--- config.mk ---
export PLATFORM = sky130hd
export DESIGN_NAME = aes_tiled_seq
export DESIGN_NICKNAME = d
export VERILOG_FILES = /design/src/rtl/aes_tiled_seq.sv
export SDC_FILE = /design/constraint.sdc
export NUM_CORES = 2
export LEC_CHECK = 0
export ABC_AREA = 1
export CORE_ASPECT_RATIO = 1.2
export CORE_MARGIN = 1
export CORE_UTILIZATION = 40
export CTS_CLUSTER_SIZE = 40
export DETAILED_ROUTE_END_ITERATION = 10
export GPL_TIMING_DRIVEN = 1
export PLACE_DENSITY_LB_ADDON = 0.08
export RECOVER_POWER = 100
export SKIP_CTS_REPAIR_TIMING = 1
export SYNTH_ARGS = -nofsm -noshare
export SYNTH_HDL_FRONTEND = slang
export SYNTH_HIERARCHICAL = 1
export SYNTH_SLANG_ARGS = --single-unit
--- constraint.sdc ---
create_clock -name g_clk -period 42 [get_ports g_clk]
set_clock_uncertainty 0.15 [all_clocks]
set_input_delay 8.4 -clock g_clk [delete_from_list [all_inputs] [get_ports g_clk]]
set_output_delay 8.4 -clock g_clk [all_outputs]
set_load 0.02 [all_outputs]
--- src/rtl/aes_tiled_seq.sv ---
// Sequential AES round helper: SubBytes / SubBytes+ShiftRows half / MixColumns on
// two 32-bit operands, LANES result bytes per cycle through shared S-box and mix units.
package aes_tiled_pkg;
  function automatic logic [7:0] xtime(input logic [7:0] b);
    return {b[6:0], 1'b0} ^ (b[7] ? 8'h1b : 8'h00);
  endfunction

  function automatic logic [7:0] gf_mul(input logic [7:0] a, input logic [7:0] b);
    logic [7:0] p;
    logic [7:0] x;
    p = 8'h00;
    x = a;
    for (int i = 0; i < 8; i++) begin
      if (b[i]) p = p ^ x;
      x = xtime(x);
    end
    return p;
  endfunction

  // x^254 = product of x^(2^i) for i = 1..7; maps 0 to 0 as AES requires.
  function automatic logic [7:0] gf_inv(input logic [7:0] a);
    logic [7:0] p;
    logic [7:0] r;
    p = a;
    r = 8'h01;
    for (int i = 1; i < 8; i++) begin
      p = gf_mul(p, p);
      r = gf_mul(r, p);
    end
    return r;
  endfunction

  function automatic logic [7:0] rotl(input logic [7:0] b, input int n);
    return (b << n) | (b >> (8 - n));
  endfunction
endpackage

module aes_fwd_sbox
  import aes_tiled_pkg::*;
(
  input  logic [7:0] din,
  output logic [7:0] dout
);
  logic [7:0] t;
  assign t    = gf_inv(din);
  assign dout = t ^ rotl(t, 1) ^ rotl(t, 2) ^ rotl(t, 3) ^ rotl(t, 4) ^ 8'h63;
endmodule

module aes_inv_sbox
  import aes_tiled_pkg::*;
(
  input  logic [7:0] din,
  output logic [7:0] dout
);
  logic [7:0] t;
  assign t    = rotl(din, 1) ^ rotl(din, 3) ^ rotl(din, 6) ^ 8'h05;
  assign dout = gf_inv(t);
endmodule

module aes_mixcolumn_byte
  import aes_tiled_pkg::*;
(
  input  logic [31:0] col,
  input  logic        dec,
  output logic [7:0]  dout
);
  logic [7:0] b0, b1, b2, b3;
  assign {b3, b2, b1, b0} = col;
  assign dout = dec ? (gf_mul(b0, 8'h0e) ^ gf_mul(b1, 8'h0b) ^ gf_mul(b2, 8'h0d) ^ gf_mul(b3, 8'h09))
                    : (xtime(b0) ^ xtime(b1) ^ b1 ^ b2 ^ b3);
endmodule

module aes_tiled_seq #(
  parameter int DECRYPT_EN = 1,
  parameter int LANES      = 1
) (
  input  logic        g_clk,
  input  logic        g_resetn,
  input  logic        valid,
  input  logic        dec,
  input  logic        op_sb,
  input  logic        op_sbsr,
  input  logic        op_mix,
  input  logic        hi,
  input  logic [31:0] rs1,
  input  logic [31:0] rs2,
  output logic        busy,
  output logic        ready,
  output logic [31:0] rd,
  output logic        dbg_state
);
  typedef enum logic {IDLE = 1'b0, BUSY = 1'b1} state_t;
  typedef enum logic [1:0] {OP_SBSR = 2'd0, OP_SB = 2'd1, OP_MIX = 2'd2} op_t;

  localparam logic [1:0] K_LAST = 2'(4 / LANES - 1);

  state_t      state, state_nxt;
  op_t         op_q, op_in;
  logic [1:0]  k_q;
  logic [31:0] rs1_q, rs2_q;
  logic        hi_q, dec_q;
  logic        accept, last;
  logic [31:0] sb_src;
  logic [31:0] cols [4];
  logic [7:0]  lane_res [LANES];
  logic [1:0]  lane_idx [LANES];

  // Handshake: valid is only looked at in IDLE (no queuing while BUSY); ready is a
  // one-cycle completion pulse with no backpressure, and IDLE already accepts during it.
  assign accept    = (state == IDLE) && valid;
  assign last      = (state == BUSY) && (k_q == K_LAST);
  assign busy      = (state == BUSY);
  assign dbg_state = (state == BUSY);

  assign op_in = op_mix ? OP_MIX :
                 (op_sbsr && !op_sb) ? OP_SBSR :
                 op_sb ? OP_SB : OP_SBSR;

  always_comb begin
    state_nxt = state;
    case (state)
      IDLE:    if (valid) state_nxt = BUSY;
      BUSY:    if (last) state_nxt = IDLE;
      default: state_nxt = IDLE;
    endcase
  end

  always_ff @(posedge g_clk) begin
    if (!g_resetn) begin
      state <= IDLE;
      k_q   <= 2'd0;
      ready <= 1'b0;
      rd    <= 32'h0;
      rs1_q <= 32'h0;
      rs2_q <= 32'h0;
      op_q  <= OP_SBSR;
      hi_q  <= 1'b0;
      dec_q <= 1'b0;
    end else begin
      state <= state_nxt;
      ready <= last;
      if (accept) begin
        k_q   <= 2'd0;
        rs1_q <= rs1;
        rs2_q <= rs2;
        op_q  <= op_in;
        hi_q  <= hi;
        dec_q <= dec && (DECRYPT_EN != 0);
      end else if (state == BUSY) begin
        k_q <= k_q + 2'd1;
        for (int l = 0; l < LANES; l++) rd[{lane_idx[l], 3'b000} +: 8] <= lane_res[l];
      end
    end
  end

  // Byte i of sb_src is the S-box input that lands in rd byte i (ShiftRows folded in).
  always_comb begin
    sb_src = rs1_q;
    if (op_q == OP_SBSR) begin
      case ({dec_q, hi_q})
        2'b00:   sb_src = {rs1_q[15:8], rs1_q[23:16], rs2_q[31:24], rs1_q[7:0]};
        2'b01:   sb_src = {rs2_q[15:8], rs2_q[23:16], rs1_q[31:24], rs2_q[7:0]};
        2'b10:   sb_src = {rs2_q[15:8], rs1_q[23:16], rs1_q[31:24], rs1_q[7:0]};
        default: sb_src = {rs1_q[15:8], rs2_q[23:16], rs2_q[31:24], rs2_q[7:0]};
      endcase
    end
  end

  always_comb begin
    cols[0] = {rs1_q[7:0], rs1_q[15:8], rs2_q[7:0], rs2_q[15:8]};
    cols[2] = {rs1_q[23:16], rs1_q[31:24], rs2_q[23:16], rs2_q[31:24]};
    cols[1] = {cols[0][23:0], cols[0][31:24]};
    cols[3] = {cols[2][23:0], cols[2][31:24]};
  end

  for (genvar l = 0; l < LANES; l++) begin : g_lane
    logic [7:0] sb_in, fwd_out, inv_out, mix_out;

    assign lane_idx[l] = 2'(int'(k_q) * LANES + l);
    assign sb_in       = sb_src[{lane_idx[l], 3'b000} +: 8];

    aes_fwd_sbox u_fwd (.din(sb_in), .dout(fwd_out));

    if (DECRYPT_EN != 0) begin : g_inv
      aes_inv_sbox u_inv (.din(sb_in), .dout(inv_out));
    end else begin : g_no_inv
      assign inv_out = fwd_out;
    end

    aes_mixcolumn_byte u_mix (.col(cols[lane_idx[l]]), .dec(dec_q), .dout(mix_out));

    assign lane_res[l] = (op_q == OP_MIX) ? mix_out :
                         ((op_q == OP_SBSR) && dec_q) ? inv_out : fwd_out;
  end
endmodule

==> summary.txt <==
Clocking
  – H-tree Lvls: 3
  – Total clock buffers created by CTS: 9
  – CTS max path bufs: 2
  – CTS clk-pin slew, worst paths: 0.08 ns
  – Clock latency on the worst-skew pair: 0.39 ns
  – CTS root buf: clkbuf_16
  – CTS tree: yes
  – Clock sinks: 104

Logic synthesis
  – Post-synth top area share: 31.10%
  – Post-Syn Nets: 9354
  – Cell taking the most area after synthesis: nand2_1
  – Top_reg_cell synth: dfxtp_1
  – Post-synthesis cell count: 9263
  – Number of synthesized flops with an enable pin: 0
  – Synth cell count leaders: 3883 x nand2_1, 1410 x nand3_1, 868 x inv_1
  – Synth async-reset ratio: 0%
  – Count leader, synth: nand2_1
  – Post-synth cell types: 60
  – Sequential share of the synthesized area: 4.443%
  – Average cell area after synthesis: 5.059 sq um
  – Synth area leaders: nand2_1 31%, nand3_1 15%, inv_1 7.0%
  – Synth warn: 6
  – #FFs+latches synth: 104
  – Synthesized area: 46860 sq um

Status
  – Outcome: finished, violations left
  – Failing checks: capacitance limit, slew limit

Place
  – DP HPWL: 128400 um
  – Port bufs: 105
  – Routability Congestion: 0.9226

STA
  – Fin. max-slew vios: 206
  – Final setup viols: 0
  – Least-Margin Pin Slew: 3.984 ns
  – Max-slew headroom: -165.6%
  – Max Clk Rate: 0.04930 GHz
  – Period utilization: 48.30%
  – Unrepaired setup endpoints after global routing: false
  – Hold_ws: 0.3137 ns
  – Setup TNS: 0 ns
  – Tmin final: 20.29 ns
  – Final hold vios: 0

Setup path
  – Worst path required time: 42.06 ns
  – Crit path max-delay cell type: dfxtp_1
  – CP Capture Type: register
  – Crit path kind: reg -> reg
  – CP peak stage delay: 0.89 ns
  – Delay-heaviest family, CP: simple AND/OR/NAND/NOR gates
  – Startpoint types: register
  – CP Max Fanout: 25
  – CP most frequent cell: nand2_1
  – CP bufs+invs: 22
  – CP Data Arrival Time: 20.34 ns

Final layout
  – Ratio of cells with drive above 1 in the final layout: 10.54%
  – Synth-to-layout area growth: 3.177%
  – # fillers: 13184
  – Register Area: 2083 sq um
  – Multi-input logic area: 38470 sq um
  – Final net count: 9235

Floorplanning
  – Core box area: 116200 sq um
  – Die footprint: 118500 sq um
  – Starting Density: 40.32%
  – Die H: 376.9 um
  – Ports: 107
  – Die width: 314.5 um
  – Cell row count: 137

Drt
  – DRT antenna net count: 0
  – Vias: 55290
  – Final Routed Wirelength: 162800 um
  – First-pass iteration count of the detailed router: 6
  – DRC viols: 0
  – DR WL/cell: 15.24 um
  – Vias per inst: 5.174
  – Initial drt markers: 4027

Global route
  – Global-route wire length before repair: 261500 um
  – Number of global-route vias before repair: 49255
  – Largest net degree at the start of global routing: 105
  – GRT Util Overall: 26.77%
  – Grt total ovfl: 0
  – Initial antenna violation count: 11

Job
  – Max_cap viols: 3

Min path
  – Min-Delay Path Class: reg -> reg
cell usage in the layout, fill, tap and decap left out, types with 9 or more instances in the layout:
cell,n
o21bai_1,33
nor2_1,577
ha_1,19
o22ai_1,17
dfxtp_1,103
clkdlybuf4s50_1,68
o21ai_1,88
clkbuf_16,9
inv_2,197
dlygate4sd3_1,36
nor2_2,49
xor2_1,280
nand3_1,1410
nor2_4,10
nand4_1,124
inv_1,869
nand3b_1,109
a21oi_1,162
nand2_4,122
xnor2_2,12
nand2_2,350
xor2_2,27
nand2_1,3890
o21ai_0,163
nand3_2,73
o211ai_1,13
buf_4,27
inv_4,23
clkinv_1,13
or2_1,33
xnor2_1,145
worst register-to-register path, delay by kind of cell, from the launching register on:
kind            cells  cell delay [ns]
compound gates      5             0.70
xor+xnor            3             0.57
fa+ha+maj           4             2.23
buf+inv            22             2.83
flops               1             0.89
simple gates       83            12.79
metal layers:
layer	track usage, %	share of wire, %	vias to the layer above
li1	-	-	28869
met1	34.23	45	24768
met2	47.02	47	1406
met3	2.199	4.8	237
met4	8.546	3.2	10
met5	0	0.035	-
final cells by class:
class	count	share of cell area, %
multi-input combinational	7780	79.57
inverter	1115	8.912
tap	1529	3.957
clock buffer	9	0.4658
timing repair buffer	134	2.596
antenna	8	0.04140
sequential	104	4.309
clock inverter	7	0.1527
cells by family (layout without fill, tap and decap cells):
kind of cell,after synthesis,after routing,synth area share [%]
fa+ha+maj,19,19,0.5073
other cells,0,8,0
simple gates,6784,6784,65.87
flops,104,104,4.443
compound gates,501,501,5.799
xor+xnor,476,476,9.986
buf+inv,1379,1265,13.39
per-stage QoR:
step	std cells	setup slack, ns	util [%]	cell area (sq um)
after floorplan	9263	28.71	-	46860
after global placement	10662	23.62	41.37	48080
after detailed placement	10662	23.56	41.37	48080
after CTS	10678	23.49	41.63	48380
after global routing	10678	19.26	41.59	48330
final	10686	21.71	41.60	48350
registers in the layout (all words and copies together) (netlist names):
register,count
rs2_q,32
busy,1
op_q,2
rd,32
ready,1
k_q,2
dec_q,1
hi_q,1
rs1_q,32
path summary, 6_finish.rpt:
check / startpoint / to / slack, ns / cells past startpoint
setup / recovery: dec_q$_SDFFE_PN0P_ / rd[21]$_SDFFE_PN0P_ / 21.71 / 117
hold / removal: rd[15]$_SDFFE_PN0P_ / rd[15]$_SDFFE_PN0P_ / 0.31 / 2
setup reg to reg: dec_q$_SDFFE_PN0P_ / rd[21]$_SDFFE_PN0P_ / 21.71 / 117
hold reg to reg: rd[15]$_SDFFE_PN0P_ / rd[15]$_SDFFE_PN0P_ / 0.31 / 2
Power is left out: the tool's default activity adds up to more than one toggle a clock period on the data nets, which glitch-free logic cannot reach.
